### src/rtl/ip_header_encoder.sv
`default_nettype none
// ============================================================================
// Module   : ip_header_encoder
// Purpose  : Latches a full set of IPv4 header fields on start, computes
//            the header checksum one 16-bit word per cycle (optional), and
//            emits the header as three 64-bit beats on a valid/ready stream.
//            The bit packing matches the receive-side decoder's beats 2-4.
// Revision : 1.0 - initial release
// ============================================================================
module ip_header_encoder #(
    parameter bit COMPUTE_CHECKSUM = 1'b1
) (
    input  logic        clk,
    input  logic        rst,
    input  logic        start,
    input  logic [3:0]  version,
    input  logic [3:0]  header_length,
    input  logic [7:0]  type_of_service,
    input  logic [15:0] total_length,
    input  logic [15:0] identification,
    input  logic [2:0]  flags,
    input  logic [12:0] fragment_offset,
    input  logic [7:0]  time_to_live,
    input  logic [7:0]  protocol,
    input  logic [15:0] checksum_in,
    input  logic [31:0] src_ip_address,
    input  logic [31:0] dest_ip_address,
    output logic        busy,
    output logic [63:0] out_data,
    output logic        out_valid,
    input  logic        out_ready,
    output logic        out_last,
    output logic [1:0]  out_beat,
    output logic [15:0] checksum_out
);

    typedef enum logic [2:0] {
        S_IDLE  = 3'd0,
        S_CALC  = 3'd1,
        S_SEND0 = 3'd2,
        S_SEND1 = 3'd3,
        S_SEND2 = 3'd4
    } state_t;

    localparam logic [3:0] C_LAST_WORD = 4'd9;

    state_t      r_state;
    logic [3:0]  r_idx;
    logic [15:0] r_acc;

    // Field registers: captured only at the accepting edge
    logic [3:0]  r_version;
    logic [3:0]  r_header_length;
    logic [7:0]  r_type_of_service;
    logic [15:0] r_total_length;
    logic [15:0] r_identification;
    logic [2:0]  r_flags;
    logic [12:0] r_fragment_offset;
    logic [7:0]  r_time_to_live;
    logic [7:0]  r_protocol;
    logic [31:0] r_src_ip_address;
    logic [31:0] r_dest_ip_address;

    logic [63:0] w_beat0;
    logic [63:0] w_beat1;
    logic [63:0] w_beat1_zero_cs;
    logic [63:0] w_beat2;
    logic [15:0] w_word;
    logic [16:0] w_sum17;
    logic [15:0] w_acc_next;
    logic        w_accept;

    assign w_accept = start && !busy;

    assign w_beat0 = {r_fragment_offset, r_flags, r_identification,
                      r_total_length, r_type_of_service,
                      r_header_length, r_version};

    // checksum_out already holds either the computed or the passed-through value
    assign w_beat1         = {r_src_ip_address, checksum_out, r_protocol, r_time_to_live};
    assign w_beat1_zero_cs = {r_src_ip_address, 16'h0000, r_protocol, r_time_to_live};
    assign w_beat2         = {32'h0000_0000, r_dest_ip_address};

    // Select the checksum word for the current CALC index (checksum field reads as zero)
    always_comb begin
        w_word = 16'h0000;
        case (r_idx)
            4'd0:    w_word = w_beat0[15:0];
            4'd1:    w_word = w_beat0[31:16];
            4'd2:    w_word = w_beat0[47:32];
            4'd3:    w_word = w_beat0[63:48];
            4'd4:    w_word = w_beat1_zero_cs[15:0];
            4'd5:    w_word = w_beat1_zero_cs[31:16];
            4'd6:    w_word = w_beat1_zero_cs[47:32];
            4'd7:    w_word = w_beat1_zero_cs[63:48];
            4'd8:    w_word = w_beat2[15:0];
            4'd9:    w_word = w_beat2[31:16];
            default: w_word = 16'h0000;
        endcase
    end

    // One's-complement add with end-around carry
    assign w_sum17    = {1'b0, r_acc} + {1'b0, w_word};
    assign w_acc_next = w_sum17[15:0] + {15'd0, w_sum17[16]};

    // Main control FSM; all outputs are registered here
    always_ff @(posedge clk) begin
        if (rst) begin
            r_state           <= S_IDLE;
            r_idx             <= 4'd0;
            r_acc             <= 16'h0000;
            busy              <= 1'b0;
            out_valid         <= 1'b0;
            out_last          <= 1'b0;
            out_data          <= 64'h0;
            out_beat          <= 2'd0;
            checksum_out      <= 16'h0000;
            r_version         <= 4'h0;
            r_header_length   <= 4'h0;
            r_type_of_service <= 8'h00;
            r_total_length    <= 16'h0000;
            r_identification  <= 16'h0000;
            r_flags           <= 3'h0;
            r_fragment_offset <= 13'h0000;
            r_time_to_live    <= 8'h00;
            r_protocol        <= 8'h00;
            r_src_ip_address  <= 32'h0;
            r_dest_ip_address <= 32'h0;
        end else begin
            case (r_state)
                S_IDLE: begin
                    if (w_accept) begin
                        r_version         <= version;
                        r_header_length   <= header_length;
                        r_type_of_service <= type_of_service;
                        r_total_length    <= total_length;
                        r_identification  <= identification;
                        r_flags           <= flags;
                        r_fragment_offset <= fragment_offset;
                        r_time_to_live    <= time_to_live;
                        r_protocol        <= protocol;
                        r_src_ip_address  <= src_ip_address;
                        r_dest_ip_address <= dest_ip_address;
                        busy              <= 1'b1;
                        r_acc             <= 16'h0000;
                        r_idx             <= 4'd0;
                        if (COMPUTE_CHECKSUM) begin
                            r_state <= S_CALC;
                        end else begin
                            checksum_out <= checksum_in;
                            r_state      <= S_SEND0;
                        end
                    end
                end

                S_CALC: begin
                    r_acc <= w_acc_next;
                    r_idx <= r_idx + 4'd1;
                    if (r_idx == C_LAST_WORD) begin
                        checksum_out <= ~w_acc_next;
                        r_state      <= S_SEND0;
                    end
                end

                // First SEND0 cycle loads beat 0; afterwards wait for acceptance
                S_SEND0: begin
                    if (!out_valid) begin
                        out_data  <= w_beat0;
                        out_beat  <= 2'd0;
                        out_last  <= 1'b0;
                        out_valid <= 1'b1;
                    end else if (out_ready) begin
                        out_data <= w_beat1;
                        out_beat <= 2'd1;
                        r_state  <= S_SEND1;
                    end
                end

                S_SEND1: begin
                    if (out_ready) begin
                        out_data <= w_beat2;
                        out_beat <= 2'd2;
                        out_last <= 1'b1;
                        r_state  <= S_SEND2;
                    end
                end

                S_SEND2: begin
                    if (out_ready) begin
                        out_valid <= 1'b0;
                        out_last  <= 1'b0;
                        busy      <= 1'b0;
                        r_state   <= S_IDLE;
                    end
                end

                default: begin
                    r_state   <= S_IDLE;
                    busy      <= 1'b0;
                    out_valid <= 1'b0;
                    out_last  <= 1'b0;
                end
            endcase
        end
    end

endmodule
`default_nettype wire

### config.mk
export PLATFORM = sky130hd
export DESIGN_NAME = ip_header_encoder
export DESIGN_NICKNAME = d
export VERILOG_FILES = /design/src/rtl/ip_header_encoder.sv
export SDC_FILE = /design/constraint.sdc
export NUM_CORES = 1
export LEC_CHECK = 0
export CAP_MARGIN = 30
export CORE_ASPECT_RATIO = 2
export CORE_MARGIN = 1
export CORE_UTILIZATION = 45
export DETAILED_ROUTE_END_ITERATION = 12
export GPL_TIMING_DRIVEN = 0
export MAX_ROUTING_LAYER = met4
export PLACE_DENSITY = 0.72
export SYNTH_ARGS = -nofsm -noshare
export SYNTH_HDL_FRONTEND = slang
export SYNTH_SLANG_ARGS = --single-unit
### constraint.sdc
create_clock -name clk -period 5.55 [get_ports clk]
set_input_delay 1.3875 -clock clk [delete_from_list [all_inputs] [get_ports clk]]
set_output_delay 1.3875 -clock clk [all_outputs]
set_load 0.01 [all_outputs]
==> results_dict.tcl <==
set metrics [dict create \
    die-area_um2 27200 \
    tns_ns -0.158 \
    rows 83 \
    start_util 0.461 \
    cp_cell_sequence "inv_4, ha_4, and3b_2, buf_8, a222oi_1, nand3_1, a221o_1, ha_4, a211oi_4, o211ai_4, and4_4, or2_4, a31oi_4, o21bai_1, a21o_1, ha_2, and3_4, nand3_4, nor2_4, nand4_4, o31a_1, or4_1, a31oi_1" \
    yosys-top-cells-area "dfxtp_1 (42%), nand2_1 (11%), a21oi_1 (10%), mux2i_1 (5.5%), nor2_1 (4.7%)" \
    wl_per_cell_um 25.2 \
    grt_use_total 0.406 \
    maxSlewHeadroom 0.287 \
    fin_area_um2 15800 \
    viasPerCell 5.91 \
    synth_edf_count 0 \
    final_antenna_net_count 0 \
    endpoint_kind "register" \
    dp_hpwl_um 42700 \
    dpl_cell_area_um2 14700 \
    critPathMaxFanout 7 \
    cpLargestDelayFamily "compound AO/OA/AOI/OAI gates" \
    synth_warnings 0 \
    drc 0 \
    die_h_um 232 \
    fmax_mhz 178 \
    hp-class "reg2reg" \
    yosysSeqAreaShare 0.423 \
    clk_latency_ns 0.54 \
    fillers 2391 \
    cts-root-buf "clkbuf_16" \
    drive_gt1_frac 0.0759 \
    syn_avg_cell_area_um2 7.82 \
    critPathRequiredTime_ns 6.02 \
    cp-start-kind "register" \
    vias 12700 \
    cp_common_cell "ha_4" \
    ys_ff_latch 252 \
    syn2layout_area_growth_pct 32.7 \
    setup_viol 4 \
    worst-path-buf-inv 2 \
    dp_slack_ns -1.00 \
    leakagePower_uw 0.00554 \
    cts_buffer_depth 3 \
    clkSinkCount 252 \
    finalCritPeriodShare 1.01 \
    first_global_vias 12500 \
    grt_overflow_total 0 \
    slowest_delay_ns 0.52 \
    gp_congestion 1.04 \
    grt_setup_unrepaired "true" \
    firstDrtPassIters 9 \
    synth.net_count 1710 \
    ctsHtreeMaxLevel 1 \
    grt_first_pass_wirelength_um 75600 \
    arrival_ns 6.10 \
    critPathSlowestCell "a222oi_1" \
    post-route-min-period_ns 5.63 \
    synth_top_area_frac 0.423 \
    synth-main-ff-cell "dfxtp_1" \
    die_width_um 117 \
    io_buffers 231 \
    drv_slew 0 \
    cellPowerDensity_nw_per_um2 265 \
    reg2reg_slack_ns -0.08 \
    crit_type "reg2reg" \
    numCtsBuffers 22 \
    syn-cell-area_um2 11900 \
    outcome "finished with violations" \
    fin_skew_ns 0.0143 \
    cts.clk_slew.worst_paths_ns 0.07 \
    nets 1975 \
    yosys.cell_types.count 73 \
    routed_wl_um 54000 \
    hold_viol_final 0 \
    netlist_instances 1523 \
    synthTopCellsByCount "nand2_1 (338), dfxtp_1 (252), a21oi_1 (245), nor2_1 (148), clkbuf_1 (109)" \
    irDropWorstVdd_uv 222 \
    fin_ws_ns -0.0825 \
    antenna_found_initial 2 \
    grt_max_degree 17 \
    violations "setup timing" \
    yosysMostFrequentCell "nand2_1" \
    postSynth.asyncResetShare 0 \
    final_util 0.612 \
    maxCapViolCount 0 \
    cts_tree "built" \
    yosysTopAreaCell "dfxtp_1" \
    drt-initial-drc-count 1076 \
    core_region_area_um2 25900 \
    pin_count 249 \
    worst_pin_slew_ns 1.07 \
]
-- cell type report --
type	count	area, um2	share of cell area
antenna	3	7.51	0.000475
buffer	118	566	0.0358
clock buffer	28	614	0.0389
clock inverter	12	119	0.00752
inverter	10	40.0	0.00253
multi-input combinational	1133	6530	0.413
sequential	252	5050	0.320
tap	340	425	0.0269
timing repair buffer	251	2460	0.156
-- registers in the layout (all words and copies together) (netlist names), 13 cells and up --
register	count
checksum_out	16
out_data	64
r_acc	16
r_dest_ip_address	32
r_fragment_offset	13
r_identification	16
r_src_ip_address	32
r_total_length	16
-- cell usage in the layout, fill, tap and decap left out, types with 32 or more instances in the layout --
| cell | count |
|---|---|
| nor2_1 | 148 |
| dfxtp_1 | 250 |
| clkbuf_1 | 95 |
| a21oi_1 | 244 |
| a211oi_1 | 38 |
| nand3_1 | 32 |
| clkdlybuf4s50_1 | 231 |
| nand2_1 | 337 |
| nor3_1 | 41 |
| mux2i_1 | 65 |
-- cells by family (layout without fill, tap and decap cells) --
| group | after synthesis | count (layout) | synth area share |
|---|---|---|---|
| XOR/XNOR | 20 | 20 | 0.0147 |
| adder cells (fa/ha/maj) | 23 | 23 | 0.0248 |
| AND/OR/NAND/NOR | 611 | 611 | 0.215 |
| flip-flops | 252 | 252 | 0.423 |
| buffers and inverters | 138 | 419 | 0.0481 |
| other | 0 | 3 | 0 |
| multiplexers | 66 | 66 | 0.0556 |
| AO/OA/AOI/OAI | 413 | 413 | 0.219 |
-- routing by layer --
metal  global-route usage  up-vias  part of all wire  wire (um)
met2                0.704      637              0.51      27400
met1                0.361     5918              0.32      17100
met3               0.0700      297             0.061       3300
li1                     -     5834                 -          -
met5                    -        -                 0          0
met4                0.388        0              0.11       6170
-- per-stage QoR --
stage	hold slack, ns	power [uW]	std cells
after floorplan	0.448	2270	1523
after global placement	0.459	2570	2094
after detailed placement	0.466	2570	2095
after CTS	0.476	4140	2138
after global routing	0.495	4280	2146
final	0.477	4180	2147
-- final timing paths --
check | startpoint | endpoint | cells past startpoint
hold reg to reg | r_header_length[3] | r_header_length[3] | 2
setup / recovery | r_idx[1] | checksum_out[15] | 23
hold / removal | r_header_length[3] | r_header_length[3] | 2
setup reg to reg | r_idx[1] | checksum_out[15] | 23
-- what timing repair did --
item                                    CTS  global route
buffers inserted                         11             8
cloned                                    0             0
hold buffers                              0             0
gates resized for setup                  42            44
pin swaps                                11            26
endpoints found under the setup margin   28            15
-- tightest hold or removal path, cell delays in order, from the launching register on --
cell and delay [ns]:
dfxtp_1 0.32, nand2_1 0.06, a21oi_1 0.05
-- report_power, final --
part	switching [uW]	leakage [uW]	internal, uW	total, uW
combinational	351	0.00313	238	588
clock	721	0.000361	882	1600
sequential	109	0.00205	1880	1990
total	1180	0.00554	3000	4180
No activity file was read; power rests on OpenSTA's default activity.
